<file path="src/rtl/binary_unpack_if.sv">
// ---------------------------------------------------------------------------
// binary_unpack_if
//   Groups the packed-byte input handshake and the expanded-pixel output
//   handshake of binary_unpack.
//   Signals:
//     in_data   [7:0]  packed byte, bit 7 = leftmost pixel
//     in_valid         in_data valid
//     in_ready         unpacker can take in_data this cycle
//     binary    [7:0]  expanded pixel (WHITE or BLACK)
//     out_valid        binary valid
//     out_ready        downstream takes binary this cycle
//     out_sol          presented pixel is column 0
//     out_eol          presented pixel is the last column
//     out_eof          presented pixel is the last pixel of the frame
//   Modports:
//     master : the environment (drives bytes in, consumes pixels)
//     slave  : the unpacker itself
// ---------------------------------------------------------------------------
interface binary_unpack_if;
    logic [7:0] in_data;
    logic       in_valid;
    logic       in_ready;
    logic [7:0] binary;
    logic       out_valid;
    logic       out_ready;
    logic       out_sol;
    logic       out_eol;
    logic       out_eof;

    modport master (
        output in_data, in_valid, out_ready,
        input  in_ready, binary, out_valid, out_sol, out_eol, out_eof
    );

    modport slave (
        input  in_data, in_valid, out_ready,
        output in_ready, binary, out_valid, out_sol, out_eol, out_eof
    );
endinterface

</file>
<file path="src/rtl/binary_unpack.sv">
// ---------------------------------------------------------------------------
// binary_unpack
//   Expands a packed 1-bit-per-pixel stream (8 pixels per byte, MSB first)
//   into one 8-bit pixel per clock (WHITE for 1, BLACK for 0) with
//   start-of-line / end-of-line / end-of-frame markers.
//   Every line starts on a fresh byte; padding bits past the end of a line
//   in its final byte are dropped.
//   Ports:
//     clk  - system clock, rising edge
//     rst  - asynchronous active-high reset
//     bus  - binary_unpack_if.slave (byte input and pixel output handshakes)
// ---------------------------------------------------------------------------
module binary_unpack #(
    parameter int         IMG_WIDTH  = 640,
    parameter int         IMG_HEIGHT = 480,
    parameter logic [7:0] WHITE      = 8'd255,
    parameter logic [7:0] BLACK      = 8'd0
) (
    input  logic            clk,
    input  logic            rst,
    binary_unpack_if.slave  bus
);

    localparam int COL_W = (IMG_WIDTH  > 1) ? $clog2(IMG_WIDTH)  : 1;
    localparam int ROW_W = (IMG_HEIGHT > 1) ? $clog2(IMG_HEIGHT) : 1;
    localparam logic [COL_W-1:0] COL_LAST = COL_W'(IMG_WIDTH - 1);
    localparam logic [ROW_W-1:0] ROW_LAST = ROW_W'(IMG_HEIGHT - 1);

    typedef enum logic {
        EMPTY  = 1'b0,
        EXPAND = 1'b1
    } state_t;

    state_t           state_reg, state_next;
    logic [7:0]       sr_reg,    sr_next;     // MSB is the presented pixel
    logic [3:0]       bits_reg,  bits_next;   // used bits still held, incl. presented
    logic [COL_W-1:0] col_reg,   col_next;
    logic [ROW_W-1:0] row_reg,   row_next;

    logic        pop;
    logic        last_bit;
    logic        in_ready_c;
    logic [31:0] remaining;
    logic [3:0]  used_bits;

    assign pop      = (state_reg == EXPAND) && bus.out_ready;
    assign last_bit = (bits_reg == 4'd1);

    always_ff @(posedge clk or posedge rst) begin
        if (rst) begin
            state_reg <= EMPTY;
            sr_reg    <= '0;
            bits_reg  <= '0;
            col_reg   <= '0;
            row_reg   <= '0;
        end else begin
            state_reg <= state_next;
            sr_reg    <= sr_next;
            bits_reg  <= bits_next;
            col_reg   <= col_next;
            row_reg   <= row_next;
        end
    end

    always_comb begin
        state_next = state_reg;
        sr_next    = sr_reg;
        bits_next  = bits_reg;
        col_next   = col_reg;
        row_next   = row_reg;
        in_ready_c = 1'b0;
        remaining  = '0;
        used_bits  = '0;

        if (pop) begin
            if (col_reg == COL_LAST) begin
                col_next = '0;
                row_next = (row_reg == ROW_LAST) ? '0 : row_reg + 1'b1;
            end else begin
                col_next = col_reg + 1'b1;
            end
            sr_next   = {sr_reg[6:0], 1'b0};
            bits_next = bits_reg - 4'd1;
            if (last_bit) begin
                state_next = EMPTY;
            end
        end

        // A new byte may land in the same cycle the last used bit leaves,
        // so the bit budget is taken from the column after this cycle's pop.
        in_ready_c = (state_reg == EMPTY) || (pop && last_bit);
        remaining  = 32'(IMG_WIDTH) - 32'(col_next);
        used_bits  = (remaining >= 32'd8) ? 4'd8 : remaining[3:0];

        if (bus.in_valid && in_ready_c) begin
            sr_next    = bus.in_data;
            bits_next  = used_bits;
            state_next = EXPAND;
        end
    end

    assign bus.in_ready  = in_ready_c;
    assign bus.out_valid = (state_reg == EXPAND);
    assign bus.binary    = sr_reg[7] ? WHITE : BLACK;
    assign bus.out_sol   = (state_reg == EXPAND) && (col_reg == '0);
    assign bus.out_eol   = (state_reg == EXPAND) && (col_reg == COL_LAST);
    assign bus.out_eof   = (state_reg == EXPAND) && (col_reg == COL_LAST)
                           && (row_reg == ROW_LAST);

endmodule

</file>
<file path="src/flat_wrapper.sv">
// flat-port wrapper written by rule: the top's interface ports become plain ports
module binary_unpack_flat 
#(
    parameter int         IMG_WIDTH  = 640,
    parameter int         IMG_HEIGHT = 480,
    parameter logic [7:0] WHITE      = 8'd255,
    parameter logic [7:0] BLACK      = 8'd0
)
  (clk, rst, bus_in_data, bus_in_valid, bus_out_ready, bus_in_ready, bus_binary, bus_out_valid, bus_out_sol, bus_out_eol, bus_out_eof);
  binary_unpack_if bus_i ();
  input  logic clk;
  input  logic rst;
  input wire logic [$bits(bus_i.in_data)-1:0] bus_in_data;
  input wire logic [$bits(bus_i.in_valid)-1:0] bus_in_valid;
  input wire logic [$bits(bus_i.out_ready)-1:0] bus_out_ready;
  output wire logic [$bits(bus_i.in_ready)-1:0] bus_in_ready;
  output wire logic [$bits(bus_i.binary)-1:0] bus_binary;
  output wire logic [$bits(bus_i.out_valid)-1:0] bus_out_valid;
  output wire logic [$bits(bus_i.out_sol)-1:0] bus_out_sol;
  output wire logic [$bits(bus_i.out_eol)-1:0] bus_out_eol;
  output wire logic [$bits(bus_i.out_eof)-1:0] bus_out_eof;
  assign bus_i.in_data = bus_in_data;
  assign bus_i.in_valid = bus_in_valid;
  assign bus_i.out_ready = bus_out_ready;
  assign bus_in_ready = bus_i.in_ready;
  assign bus_binary = bus_i.binary;
  assign bus_out_valid = bus_i.out_valid;
  assign bus_out_sol = bus_i.out_sol;
  assign bus_out_eol = bus_i.out_eol;
  assign bus_out_eof = bus_i.out_eof;
  binary_unpack #(.IMG_WIDTH(IMG_WIDTH), .IMG_HEIGHT(IMG_HEIGHT), .WHITE(WHITE), .BLACK(BLACK)) u_core (.clk(clk), .rst(rst), .bus(bus_i));
endmodule
</file>
<file path="config.mk">
export PLATFORM = sky130hd
export DESIGN_NAME = binary_unpack_flat
export DESIGN_NICKNAME = d
export VERILOG_FILES = /design/src/rtl/binary_unpack_if.sv /design/src/rtl/binary_unpack.sv /design/src/flat_wrapper.sv
export SDC_FILE = /design/constraint.sdc
export NUM_CORES = 1
export LEC_CHECK = 0
export CORE_MARGIN = 2
export CORE_UTILIZATION = 40
export DETAILED_ROUTE_END_ITERATION = 7
export PLACE_DENSITY = 0.69
export SLEW_MARGIN = 20
export SYNTH_ARGS = -nofsm -noshare
export SYNTH_HDL_FRONTEND = slang
export SYNTH_SLANG_ARGS = --single-unit
</file>
<file path="constraint.sdc">
create_clock -name clk -period 2.6 [get_ports clk]
set_clock_uncertainty 0.2 [all_clocks]
set_input_delay 0.26 -clock clk [delete_from_list [all_inputs] [get_ports clk]]
set_output_delay 0.26 -clock clk [all_outputs]
set_load 0.1 [all_outputs]
</file>
==> qor.csv <==
stage,metric,value,unit
run_status,status,finished clean,
grt,grt_max_degree,33,
critical_path,worstPathRequired,2.59,ns
synth,yosysSeqAreaShare,41.61,%
critical_path,worstPathArrival,2.51,ns
clock_network,h-tree-depth,2,
critical_path,criticalPathCategory,register to register,
sta,tightest_slew,0.6291,ns
synth,synthFlopType,dfrtp_1,
power_and_ir_drop,pwr-share-comb,58.2,%
synth,avgSynthCellArea,9.341,sq um
place,place_area,2427,sq um
job,drv_cap,0,
sta,setup_viol,0,
final_layout,fin_util,57.01,%
routing,wl_met3,135,um
critical_path,r2r_start,u_core.col_reg[0]$_DFF_PP0_,
grt,grt_pass1_wl,7.465,mm
routing,dr.pass1.iters,4,
synth,yosys_warnings,0,
critical_path,path_cells,"ha_1, nand2_1, nor3_2, nor3_1, a21oi_1, ha_2, o311ai_4, a211oi_4, a31oi_4, o32ai_2",
floorplan,dieArea,5382,sq um
sta,period_needed,2.516,ns
critical_path,r2r_cells,10,
critical_path,cpPeakStageDelay,0.37,ns
min_path,hold_class,primary input to asynchronous set/reset pin,
critical_path,critPathSlowestCell,dfrtp_1,
critical_path,ff2ff_setup_slack,0.08,ns
clock_network,clk_pin_slew,0.07,ns
power_and_ir_drop,seqPwrFrac,27.3,%
power_and_ir_drop,p_leak,1.190,nW
place,gp_congestion,0.9458,
place,dp_hpwl,3.297,mm
routing,drtIter0Drc,86,
routing,vias,1697,
critical_path,end_kind,register,
power_and_ir_drop,power_density,1033,nW/um^2
synth,synth_edf_count,0,
final_layout,final_cell_mix,"buf_4 (44), dfrtp_1 (31), nand2_1 (27), nor2_1 (13)",
routing,wl_per_cell,14.67,um
routing,totalWireLength,4.578,mm
sta,fmax,397.4,MHz
sta,fin_setup_tns,0,ns
routing,wl_met2,2.210,mm
place,port_buffers,24,
final_layout,nNetsFinal,276,
sta,period_share,96.77,%
floorplan,rows,25,
sta,hold_viol,0,
routing,top_layer_used,met4,
synth,syn_inst,206,
final_layout,fin_area,2675,sq um
synth,synth_area,1924,sq um
clock_network,cts_root_buf,clkbuf_8,
routing,avgViaCountPerCell,5.439,
power_and_ir_drop,p_sw,1.347,mW
power_and_ir_drop,irDropWorstVdd,0.4519,mV
clock_network,ctsLongestPathBuffers,2,
clock_network,cts_tree,done,
clock_network,numCtsBuffers,5,
synth,async_reset_ff_share,100.0,%
floorplan,coreArea,4692,sq um
critical_path,worstPathMaxFanout,4,
grt,antenna_found_initial,0,
routing,drc,0,
synth,ys_ff_latch,32,
grt,track_usage,18.10,%
power_and_ir_drop,power.internal,1.415,mW
grt,grt_pass1_vias,1671,
floorplan,num_io_pins,25,
critical_path,critPathLaunchType,register,
floorplan,initial_core_util,41.01,%
power_and_ir_drop,clkPwrFrac,14.5,%
final_layout,final_common_cell,buf_4,
floorplan,dieHeight,73.36,um
clock_network,hold_buffers,0,
sta,slew_violations,0,
synth,synth_nets,225,
final_layout,antennaDiodeCount,0,
floorplan,fp.dieW,73.36,um
final_layout,drive_gt1_share,31.78,%
routing,met1Wirelength,2.114,mm
clock_network,clkSinkCount,32,
final_layout,synthToLayoutAreaGrowth,39.01,%
grt,grt_overflow,0,
critical_path,r2r_end,u_core.bits_reg[2]$_DFFE_PP0P_,
routing,ant_nets,0,
synth,synth_cell_types,46,
final_layout,largest_reg_flops,10,
clock_network,clkLatencyLatePin,0.28,ns
sta,relSlewSlack,57.76,%
power_and_ir_drop,sw_frac_of_total,48.78,%
worst max-delay path by stage:
stage	start	to	slack (ns)	cells after the start
floorplan	u_core.bits_reg[1]$_DFFE_PP0P_	u_core.bits_reg[0]$_DFFE_PP0P_	-0.10	8
global placement	bus_out_ready	u_core.bits_reg[2]$_DFFE_PP0P_	-0.02	8
detailed placement	bus_out_ready	u_core.bits_reg[1]$_DFFE_PP0P_	-0.07	9
CTS	u_core.col_reg[7]$_DFF_PP0_	u_core.bits_reg[1]$_DFFE_PP0P_	0.007	9
global route	u_core.col_reg[0]$_DFF_PP0_	u_core.bits_reg[2]$_DFFE_PP0P_	-0.04	10
finish	u_core.col_reg[0]$_DFF_PP0_	u_core.bits_reg[2]$_DFFE_PP0P_	0.08	10
layer usage:
metal  vias up  GRT usage, %
li1        829             -
met2        35         28.63
met4         0         6.869
met5         -             0
met3        14         3.978
met1       819         24.28
synthesized netlist by cell type, types with 2 or more instances:
| cell | number | area (sq um) |
|---|---|---|
| a21oi_1 | 2 | 10.01 |
| a31oi_1 | 9 | 56.30 |
| and2_1 | 4 | 25.02 |
| and3_1 | 9 | 56.30 |
| and4b_1 | 2 | 20.02 |
| buf_2 | 4 | 20.02 |
| buf_4 | 8 | 60.06 |
| clkbuf_1 | 3 | 11.26 |
| dfrtp_1 | 32 | 800.8 |
| ha_1 | 7 | 87.58 |
| inv_1 | 11 | 41.29 |
| mux2_2 | 2 | 22.52 |
| nand2_1 | 29 | 108.9 |
| nand2b_1 | 2 | 12.51 |
| nand3_1 | 5 | 25.02 |
| nand4_1 | 5 | 31.28 |
| nor2_1 | 13 | 48.80 |
| nor3_1 | 5 | 25.02 |
| nor4_1 | 6 | 37.54 |
| o21ai_0 | 3 | 15.01 |
| o311ai_0 | 2 | 17.52 |
| o31ai_1 | 3 | 22.52 |
| o32ai_1 | 3 | 26.28 |
| xnor2_1 | 7 | 61.31 |
| xor2_1 | 9 | 78.83 |
cell families (layout without fill, tap and decap cells):
| logic type | Yosys count | in the layout | share of synthesized area (%) |
|---|---|---|---|
| adder cells (fa/ha/maj) | 7 | 7 | 4.551 |
| XOR/XNOR | 16 | 16 | 7.282 |
| AND/OR/NAND/NOR | 87 | 87 | 23.99 |
| flip-flops | 32 | 32 | 41.61 |
| AO/OA/AOI/OAI | 33 | 33 | 13.20 |
| buffers and inverters | 28 | 80 | 7.672 |
| multiplexers | 3 | 3 | 1.690 |
final cells by class:
cell class                 instances  area [sq um]
clock buffer                       7         86.33
clock inverter                     1         7.507
fill                             423          2017
inverter                          11         41.29
multi-input combinational        146          1125
sequential                        32         804.5
tap                               54         67.56
timing repair buffer              61         543.0
worst max-delay path: cells and delay by family, from the launching register on:
| family | cells | cell delay (ns) |
|---|---|---|
| adder cells (fa/ha/maj) | 2 | 0.46 |
| AND/OR/NAND/NOR | 3 | 0.40 |
| flip-flops | 1 | 0.37 |
| AO/OA/AOI/OAI | 5 | 0.98 |
power by group through the flow:
| stage | Clock [mW] | Combinational (mW) | Sequential (mW) |
|---|---|---|---|
| after floorplan | 0 | 1.07 | 0.746 |
| after global placement | 0 | 1.40 | 0.753 |
| after detailed placement | 0 | 1.42 | 0.759 |
| after CTS | 0.415 | 1.42 | 0.753 |
| after global routing | 0.436 | 1.70 | 0.771 |
| final | 0.401 | 1.61 | 0.755 |
stage by stage:
step | std cells | hold slack (ns) | total power, mW | setup slack (ns)
2_1_floorplan | 206 | 0.1654 | 1.819 | -0.1043
3_5_place_dp | 301 | 0.2667 | 2.176 | -0.06764
3_3_place_gp | 301 | 0.2614 | 2.156 | -0.02196
5_1_grt | 312 | 0.2011 | 2.911 | -0.04441
6_report | 312 | 0.1559 | 2.762 | 0.08393
4_1_cts | 309 | 0.1669 | 2.589 | 0.007147
timing repair:
action                                  4_1_cts  5_1_grt
endpoints found under the setup margin        0        4
resized for setup                             0       21
setup buffers                                 0        3
(Power assumes the default switching activity.)
